## config.mk

```make
export PLATFORM = sky130hd
export DESIGN_NAME = mux_scan_sequencer_flat
export DESIGN_NICKNAME = d
export VERILOG_FILES = /design/src/rtl/mux_scan_pkg.sv /design/src/rtl/mux_scan_sequencer_if.sv /design/src/rtl/mux_scan_sequencer.sv /design/src/flat_wrapper.sv
export SDC_FILE = /design/constraint.sdc
export NUM_CORES = 1
export LEC_CHECK = 0
export ABC_AREA = 1
export CAP_MARGIN = 40
export CORE_ASPECT_RATIO = 1.5
export CORE_MARGIN = 4
export CORE_UTILIZATION = 42
export DETAILED_ROUTE_END_ITERATION = 10
export GPL_ROUTABILITY_DRIVEN = 0
export GPL_TIMING_DRIVEN = 0
export PLACE_DENSITY_LB_ADDON = 0.05
export REMOVE_ABC_BUFFERS = 1
export SYNTH_ARGS = -nofsm -noshare
export SYNTH_HDL_FRONTEND = slang
export SYNTH_SLANG_ARGS = --single-unit
```

## constraint.sdc

```tcl
create_clock -name clk -period 1.4 [get_ports clk]
set_clock_uncertainty 0.2 [all_clocks]
set_input_delay 0.28 -clock clk [delete_from_list [all_inputs] [get_ports clk]]
set_output_delay 0.28 -clock clk [all_outputs]
set_load 0.1 [all_outputs]
```

## src/rtl/mux_scan_pkg.sv

```systemverilog
// Shared types and constants for the mux scan sequencer.
// Optional feature macro used by the design: MUX_SCAN_PARITY_EN.
package mux_scan_pkg;

  localparam int unsigned SEL_W = 4;
  localparam int unsigned N     = 2 ** SEL_W;

  typedef enum logic [1:0] {
    IDLE,
    SHIFT,
    PARITY,
    DONE
  } state_t;

  typedef struct packed {
    logic [SEL_W-1:0] first;
    logic [SEL_W-1:0] last;
  } sel_range_t;

  // First and last select index for the chosen scan order.
  function automatic sel_range_t sel_range(input bit msb_first);
    sel_range_t r;
    r.first = msb_first ? SEL_W'(N - 1) : '0;
    r.last  = msb_first ? '0 : SEL_W'(N - 1);
    return r;
  endfunction

endpackage

```

## src/rtl/mux_scan_sequencer_if.sv

```systemverilog
// Bus between the scan sequencer, the 16:1 mux and the serial consumer.
interface mux_scan_sequencer_if;
  import mux_scan_pkg::*;

  logic                start;
  logic [N-1:0]        din;
  logic [N-1:0]        mux_d;
  logic [SEL_W-1:0]    mux_s;
  logic                mux_y;
  logic                ser_bit;
  logic                ser_valid;
  logic                ser_ready;
  logic                busy;
  logic                done;
  logic [N-1:0]        cap_word;

  modport master (
    input  start, din, mux_y, ser_ready,
    output mux_d, mux_s, ser_bit, ser_valid, busy, done, cap_word
  );

  modport slave (
    output start, din, mux_y, ser_ready,
    input  mux_d, mux_s, ser_bit, ser_valid, busy, done, cap_word
  );

endinterface

```

## src/rtl/mux_scan_sequencer.sv

```systemverilog
// Loads a word onto a 16:1 mux, walks the select, streams the mux output serially
// and reassembles it into cap_word. Define MUX_SCAN_PARITY_EN for a trailing parity beat.
module mux_scan_sequencer
  import mux_scan_pkg::*;
#(
  parameter bit MSB_FIRST = 1'b0
) (
  input logic                  clk,
  input logic                  rst_n,
  mux_scan_sequencer_if.master bus
);

  localparam sel_range_t C_RANGE = sel_range(MSB_FIRST);

  state_t           r_state, w_state_nxt;
  logic [N-1:0]     r_mux_d, w_mux_d_nxt;
  logic [N-1:0]     r_cap, w_cap_nxt;
  logic [SEL_W-1:0] r_mux_s, w_mux_s_nxt;
  logic             r_ser_valid, w_ser_valid_nxt;
  logic             r_busy, w_busy_nxt;
  logic             r_done, w_done_nxt;
  logic             w_xfer;

  assign w_xfer = r_ser_valid && bus.ser_ready;

  // State register.
  always_ff @(posedge clk or negedge rst_n) begin
    if (!rst_n) r_state <= IDLE;
    else        r_state <= w_state_nxt;
  end

  // Next-state and registered-output next values.
  always_comb begin
    w_state_nxt     = r_state;
    w_mux_d_nxt     = r_mux_d;
    w_mux_s_nxt     = r_mux_s;
    w_cap_nxt       = r_cap;
    w_ser_valid_nxt = r_ser_valid;
    w_busy_nxt      = r_busy;
    w_done_nxt      = 1'b0;
    case (r_state)
      IDLE: begin
        if (bus.start) begin
          w_mux_d_nxt     = bus.din;
          w_mux_s_nxt     = C_RANGE.first;
          w_cap_nxt       = '0;
          w_busy_nxt      = 1'b1;
          w_ser_valid_nxt = 1'b1;
          w_state_nxt     = SHIFT;
        end
      end
      SHIFT: begin
        if (w_xfer) begin
          w_cap_nxt[r_mux_s] = bus.mux_y;
          // Terminate on the last index so the counter never wraps.
          if (r_mux_s == C_RANGE.last) begin
`ifdef MUX_SCAN_PARITY_EN
            w_state_nxt     = PARITY;
`else
            w_state_nxt     = DONE;
            w_ser_valid_nxt = 1'b0;
            w_busy_nxt      = 1'b0;
            w_done_nxt      = 1'b1;
`endif
          end else begin
            w_mux_s_nxt = MSB_FIRST ? r_mux_s - SEL_W'(1) : r_mux_s + SEL_W'(1);
          end
        end
      end
`ifdef MUX_SCAN_PARITY_EN
      PARITY: begin
        if (w_xfer) begin
          w_state_nxt     = DONE;
          w_ser_valid_nxt = 1'b0;
          w_busy_nxt      = 1'b0;
          w_done_nxt      = 1'b1;
        end
      end
`endif
      DONE: begin
        w_state_nxt = IDLE;
      end
      default: begin
        w_state_nxt     = IDLE;
        w_ser_valid_nxt = 1'b0;
        w_busy_nxt      = 1'b0;
      end
    endcase
  end

  // Registered outputs.
  always_ff @(posedge clk or negedge rst_n) begin
    if (!rst_n) begin
      r_mux_d     <= '0;
      r_mux_s     <= '0;
      r_cap       <= '0;
      r_ser_valid <= 1'b0;
      r_busy      <= 1'b0;
      r_done      <= 1'b0;
    end else begin
      r_mux_d     <= w_mux_d_nxt;
      r_mux_s     <= w_mux_s_nxt;
      r_cap       <= w_cap_nxt;
      r_ser_valid <= w_ser_valid_nxt;
      r_busy      <= w_busy_nxt;
      r_done      <= w_done_nxt;
    end
  end

  assign bus.mux_d     = r_mux_d;
  assign bus.mux_s     = r_mux_s;
  assign bus.cap_word  = r_cap;
  assign bus.ser_valid = r_ser_valid;
  assign bus.busy      = r_busy;
  assign bus.done      = r_done;

`ifdef MUX_SCAN_PARITY_EN
  // Even parity over the captured word replaces the mux output on the last beat.
  assign bus.ser_bit = (r_state == PARITY) ? ^r_cap : bus.mux_y;
`else
  assign bus.ser_bit = bus.mux_y;
`endif

endmodule

```

## src/flat_wrapper.sv

```systemverilog
// flat-port wrapper written by rule: the top's interface ports become plain ports
module mux_scan_sequencer_flat import mux_scan_pkg::*;
#(
  parameter bit MSB_FIRST = 1'b0
)
  (clk, rst_n, bus_start, bus_din, bus_mux_y, bus_ser_ready, bus_mux_d, bus_mux_s, bus_ser_bit, bus_ser_valid, bus_busy, bus_done, bus_cap_word);
  mux_scan_sequencer_if bus_i ();
  input logic clk;
  input logic rst_n;
  input wire logic [$bits(bus_i.start)-1:0] bus_start;
  input wire logic [$bits(bus_i.din)-1:0] bus_din;
  input wire logic [$bits(bus_i.mux_y)-1:0] bus_mux_y;
  input wire logic [$bits(bus_i.ser_ready)-1:0] bus_ser_ready;
  output wire logic [$bits(bus_i.mux_d)-1:0] bus_mux_d;
  output wire logic [$bits(bus_i.mux_s)-1:0] bus_mux_s;
  output wire logic [$bits(bus_i.ser_bit)-1:0] bus_ser_bit;
  output wire logic [$bits(bus_i.ser_valid)-1:0] bus_ser_valid;
  output wire logic [$bits(bus_i.busy)-1:0] bus_busy;
  output wire logic [$bits(bus_i.done)-1:0] bus_done;
  output wire logic [$bits(bus_i.cap_word)-1:0] bus_cap_word;
  assign bus_i.start = bus_start;
  assign bus_i.din = bus_din;
  assign bus_i.mux_y = bus_mux_y;
  assign bus_i.ser_ready = bus_ser_ready;
  assign bus_mux_d = bus_i.mux_d;
  assign bus_mux_s = bus_i.mux_s;
  assign bus_ser_bit = bus_i.ser_bit;
  assign bus_ser_valid = bus_i.ser_valid;
  assign bus_busy = bus_i.busy;
  assign bus_done = bus_i.done;
  assign bus_cap_word = bus_i.cap_word;
  mux_scan_sequencer #(.MSB_FIRST(MSB_FIRST)) u_core (.clk(clk), .rst_n(rst_n), .bus(bus_i));
endmodule
```

==> metrics.txt, run 1 <==
synth warn 0; Detail Route Antenna Nets 0; post-layout power 2070 uW; sink count of the clock tree 40; first-pass GRT wire length ~11,000 um; Worst-Skew Late Latency 0.30 ns; Seq cells post-synth 40; Max Root-Sink Buffers 2; mux cell area share after synthesis 0; CP most frequent cell buf_6; Crit-path slowest cell dfrtp_1; Seq/Total Area, Yosys 0.485; port buffer count 60; post-synth top area share 0.485; Slew @ Worst Pin 0.645 ns; Post-synth EDFFs 0; CP required 0.92 ns; Tcrit/Tclk final 1.13; initial antenna violation count 0; share of synthesized registers carrying an async set or reset 1.00; final cell count without fillers 462; Area growth syn-to-layout 110%; min-delay worst type in2async; Via density 5.31; antenna fix cells 0; GRT overflow 0; Nets 421; dpl ws -1.13 ns; combinational family with the most area after synthesis simple AND/OR/NAND/NOR gates; core area just under 5000 um2; slew margin rel. 0.570; clock slew at reported path FFs 0.08 ns; violated checks negative setup slack; Starting Density 0.429; Hold Vio Cnt, Final 0; # IOs 61; Post-Synth Simple-Gate Area 0.365; Rows 31; synthesized area ~2100 um2; DR DRC count 0; CP arrival 1.11 ns; Synth Area in Compound Gates 0.0431; die area 6120 um2; worst vdd ir between 0.5 and 0.6 mV; CTS buffer count 5; FMAX 0.631 GHz; outcome complete, but fails checks; vias 2,451; setup ws final -0.186 ns; crit-path cells buf_6 -> buf_6 -> buf_12; wire length per cell between 15 and 20 um; Root Driver clkbuf_8; detailed router's first-iteration violation count 188; PD cells 477 nW/um2; max incr delay on CP between 0.4 and 0.5 ns; Post-Synthesis Cells about 260; most frequent cells after synthesis nand2_1, dfrtp_1, nand3_1; count leader, synth nand2_1; Max Slew Vio Count 0; CP top delay family flip-flops; setup violators final 60; synth unique cells 19; Final min period 1.59 ns; minimum hold slack about 0.22 ns; CP bufs+invs 3; CTS tree yes; total wire length 8460 um; leading area contributor after synthesis dfrtp_1; max-cap check violation count 0; Post-Synth XOR/XNOR Area 0; DR pass1 iterations 4; crit end category output port; unrepaired setup endpoints after global routing yes; CP Class reg2out; detailed placement HPWL 3670 um; vias in the first global route roughly 2.4k; Max FO, Critical Path 3; dpl cells 414; fraction of layout cells with a size suffix above 1 0.561; Primary FF master, synth dfrtp_1; H-tree depth 2; Synth area leaders dfrtp_1, nand2_1, nand3_1; syn avg cell area just under 8 um2; die height 93.8 um; post-synthesis adder-cell area fraction 0.0243; Worst setup SP type flip-flop; largest net degree at the start of global routing 29; GRT Total Usage 0.240; Die X 65.2 um; Leakage 0.00213 uW
## metal layers
| layer | track usage | part of all wire | routed length [um] | up-vias |
|---|---|---|---|---|
| li1 | - | - | - | 1103 |
| met1 | 0.248 | 0.34 | 2920 | 1211 |
| met2 | 0.443 | 0.57 | 4810 | 110 |
| met3 | 0.0527 | 0.053 | 447 | 27 |
| met4 | 0.119 | 0.034 | 290 | 0 |
| met5 | 0 | 0 | 0 | - |
## registers in the layout (all words and copies together) (netlist names)
signal and count:
u_core.bus.cap_word 16, u_core.bus.done 1, u_core.bus.mux_d 16, u_core.bus.mux_s 4, u_core.bus.ser_valid 1, u_core.r_state 2
## cell type report
type	instances	area (um2)
timing repair buffer	138	1800
multi-input combinational	197	1300
sequential	40	1010
fill	217	477
tap	66	82.6
clock buffer	6	72.6
inverter	14	65.1
clock inverter	1	5.00
## through the flow
step,setup TNS (ns),util,instance area [um2]
6_report,-5.27,0.901,4330
5_1_grt,-7.26,0.901,4330
4_1_cts,-3.89,0.823,3960
3_5_place_dp,-38.10,0.685,3290
3_3_place_gp,-103.75,0.546,2630
2_1_floorplan,-29.34,-,1940
## report_power, final
part           switching, uW  internal, uW
logic                   74.6          67.2
registers                  0          1150
clock network            432           340
total                    506          1560
## logic make-up after synthesis
logic type / after synthesis
flops: 40
fa+ha+maj: 4
compound gates: 17
simple gates: 172
buf+inv: 29
## cell usage in the layout, fill, tap and decap left out, types with 5 or more instances in the layout
master / instances
inv_2: 5
buf_2: 15
dfrtp_1: 34
buf_12: 43
nand2_2: 29
o21ai_2: 13
nand3_2: 9
buf_6: 23
buf_4: 30
inv_4: 5
clkdlybuf4s50_1: 17
nand2_8: 6
nor2_1: 17
nand2_1: 67
nand3_1: 25
nand2_4: 10
clkbuf_8: 5
dfrtp_2: 5
## worst paths after layout
kind                                   startpoint                 endpoint  slack (ns)  cells past startpoint
setup / recovery             u_core.bus.ser_valid            bus_ser_valid       -0.19                      3
hold / removal                              rst_n          u_core.bus.done        0.22                      2
setup reg to reg                u_core.r_state[0]  u_core.bus.cap_word[11]       -0.18                      7
hold reg to reg            u_core.bus.cap_word[1]   u_core.bus.cap_word[1]        0.28                      2
max in group asynchronous                   rst_n        u_core.r_state[0]        0.30                      3
min in group clk           u_core.bus.cap_word[1]   u_core.bus.cap_word[1]        0.28                      2
## what timing repair did
item                                    in CTS  in global routing
pin swaps                                   23                 23
resized for setup                          295                 61
hold buffers                                 1                  0
buffers inserted                            25                 26
cloned                                       5                  2
endpoints found under the hold margin       40                  0
endpoints found under the setup margin      80                 75
(Power assumes the default switching activity.)
==> inputs of run 2 (changes only) <==
--- a/config.mk
+++ b/config.mk
@@ -8,13 +8,13 @@
 export ABC_AREA = 1
 export CAP_MARGIN = 40
 export CORE_ASPECT_RATIO = 1.5
-export CORE_MARGIN = 4
 export CORE_UTILIZATION = 42
 export DETAILED_ROUTE_END_ITERATION = 10
 export GPL_ROUTABILITY_DRIVEN = 0
 export GPL_TIMING_DRIVEN = 0
 export PLACE_DENSITY_LB_ADDON = 0.05
 export REMOVE_ABC_BUFFERS = 1
+export SETUP_SLACK_MARGIN = 0.5
 export SYNTH_ARGS = -nofsm -noshare
 export SYNTH_HDL_FRONTEND = slang
 export SYNTH_SLANG_ARGS = --single-unit
==> run 2 against run 1 <==
The flow finishes with violations (negative hold slack, negative setup slack). Highest routed layer unchanged. Via count shrank 0.37%. Fmax decreased by 1.0%. Final cell count shrank 0.22%. Total power is 9.0% higher. Largest cell class unchanged. Critical endpoint is now u_core.bus.cap_word[7]. Sequential power hardly changed.
==> metrics.txt, run 2 (synthesis results as in run 1) <==
Reg-to-Reg Start u_core.r_state[0]; flop2flop setup slack -0.20 ns (-0.02 ns); FMAX 0.624 GHz (-1.0%); clock slew at reported path FFs 0.09 ns (about the same); die area 5200 um2 (-15%); met2 Track Usage GR 0.515 (+0.0719); slew margin rel. 0.639 (+0.0685); port buffer count 60 (unchanged); crit-path cells buf_4 -> clkbuf_4 -> o21ai_0 -> nand2_1 -> nand2_1 -> nand2_1; CP required 1.39 ns (+0.47 ns); antenna fix cells 0 (unchanged); Root Driver clkbuf_8; Starting Density 0.447 (+0.0179); violated checks negative hold slack, negative setup slack; Slew @ Worst Pin 0.542 ns (-0.103 ns); CP Class reg2reg; commonest non-fill, non-tap cell in the layout nand2_1; crit end category flip-flop; wire length per cell 16.7 um (-8.8%); reg2reg end u_core.bus.cap_word[7]; Crit-path slowest cell dfrtp_4; CP arrival 1.59 ns (+0.48 ns); max-cap check violation count 0 (unchanged); max incr delay on CP 0.55 ns (+0.14 ns); CTS buffer count 5 (unchanged); GRT Total Usage 0.270 (+0.0298); depth of the most critical reg-to-reg path 6 (-1); Final min period 1.60 ns (+0.0166 ns); Via density 5.30 (-0.15%); Tcrit/Tclk final 1.14 (+0.0118); # IOs 61 (unchanged); core area 4620 um2 (-4.0%); CP bufs+invs 2 (-1); met1 Usage GRT 0.279 (+0.0307); initial antenna violation count 0 (unchanged); unrepaired setup endpoints after global routing yes; total wire length 7700 um (-9.0%); largest net degree at the start of global routing 24 (-17%); detailed router's first-iteration violation count 104 (-45%); Nets 421 (unchanged); detailed placement HPWL 3640 um (-1.0%); DR DRC count 0 (unchanged); DR pass1 iterations 4 (unchanged); vias 2,442 (-0.37%); first-pass GRT wire length 10,500 um (-6.3%); Die X 59.2 um (-9.2%); Max Slew Vio Count 0 (unchanged); Area growth syn-to-layout 97.2%; Max FO, Critical Path 10 (+7); outcome complete, but fails checks; GRT overflow 0 (unchanged); sink count of the clock tree 40 (unchanged); Hold Vio Cnt, Final 17 (+17); die height 87.8 um (-6.4%); CP top delay family flip-flops; setup violators final 77 (+28%); vias in the first global route 2,286 (-5.3%); final cell area excluding filler cells 4070 um2 (-6.2%); PD cells 554 nW/um2 (+16%); setup ws final -0.203 ns (-0.0166 ns); most heavily used metal layer in global routing met2; CTS tree yes; Worst-Skew Late Latency 0.29 ns (about the same); CP most frequent cell nand2_1; Max Root-Sink Buffers 2 (unchanged); Detail Route Antenna Nets 0 (unchanged); minimum hold slack -0.273 ns (-0.492 ns); Crit path depth 6 (+3); fraction of layout cells with a size suffix above 1 0.481 (-0.0795); met3 Usage GRT 0.0458 (-0.00690); Leakage 0.00207 uW (-3.0%); Rows 30 (-3.2%); most frequent cells in the layout nand2_1, buf_12, dfrtp_1, nand3_1, buf_2; setup tns final -7.38 ns (-2.10 ns); min-delay worst type in2async; Area after DPL 3290 um2 (-0.23%); worst vdd ir 0.577 mV (+3.7%); H-tree depth 2 (unchanged); Worst setup SP type flip-flop
run 2: changes by cell type in the layout (fill, tap and decap cells not counted), moves of 4 or more:
cell | previous run | this run
nand2_1 | 67 | 83
nand3_2 | 9 | 2
o21ai_1 | 2 | 7
buf_4 | 30 | 26
buf_6 | 23 | 17
nand3_1 | 25 | 33
nand2_4 | 10 | 6
buf_2 | 15 | 30
nand2_2 | 29 | 20
o21ai_2 | 13 | 7
run 2: timing repair:
| action | 4_1_cts | 5_1_grt |
|---|---|---|
| pin swaps | 7 | 13 |
| buffers inserted | 19 | 18 |
| hold endpoints to repair | 17 | 17 |
| endpoints found under the setup margin | 80 | 80 |
| resized for setup | 257 | 52 |
| gates cloned | 3 | 1 |
run 2: where the power goes:
part           switching, uW  internal (uW)
combinational           68.2           68.3
sequential                 0           1150
clock                    434            530
total                    502           1750
run 2: metrics by stage:
step / power, uW / util / hold slack, ns / setup slack, ns / cells
floorplan: 1180 / - / -0.216 / -1.30 / 247
global placement: 1290 / 0.569 / 0.251 / -1.19 / 371
detailed placement: 1300 / 0.712 / 0.0513 / -1.13 / 412
CTS: 2250 / 0.815 / -0.265 / -0.105 / 442
global route: 2330 / 0.881 / -0.237 / -0.250 / 461
finish: 2250 / 0.881 / -0.273 / -0.203 / 461
run 2: worst max-delay path by stage:
stage	from	to
finish	u_core.r_state[0]	u_core.bus.cap_word[7]
global route	u_core.r_state[0]	u_core.bus.cap_word[11]
CTS	u_core.r_state[0]	u_core.bus.cap_word[10]
detailed placement	bus_start	u_core.bus.mux_s[1]
global placement	rst_n	u_core.bus.mux_d[13]
floorplan	u_core.bus.ser_valid	u_core.bus.mux_s[2]
run 2: layout make-up:
| class | count | area (um2) |
|---|---|---|
| clock buffer | 6 | 72.6 |
| timing repair buffer | 138 | 1670 |
| tap | 64 | 80.1 |
| multi-input combinational | 197 | 1130 |
| sequential | 40 | 1010 |
| fill | 238 | 551 |
| clock inverter | 2 | 35.0 |
| inverter | 14 | 65.1 |
run 2: metal layers:
| layer | vias to the layer above | wire length [um] |
|---|---|---|
| met5 | - | 0 |
| met4 | 0 | 393 |
| met3 | 34 | 352 |
| met2 | 111 | 4320 |
| met1 | 1191 | 2630 |
| li1 | 1106 | - |
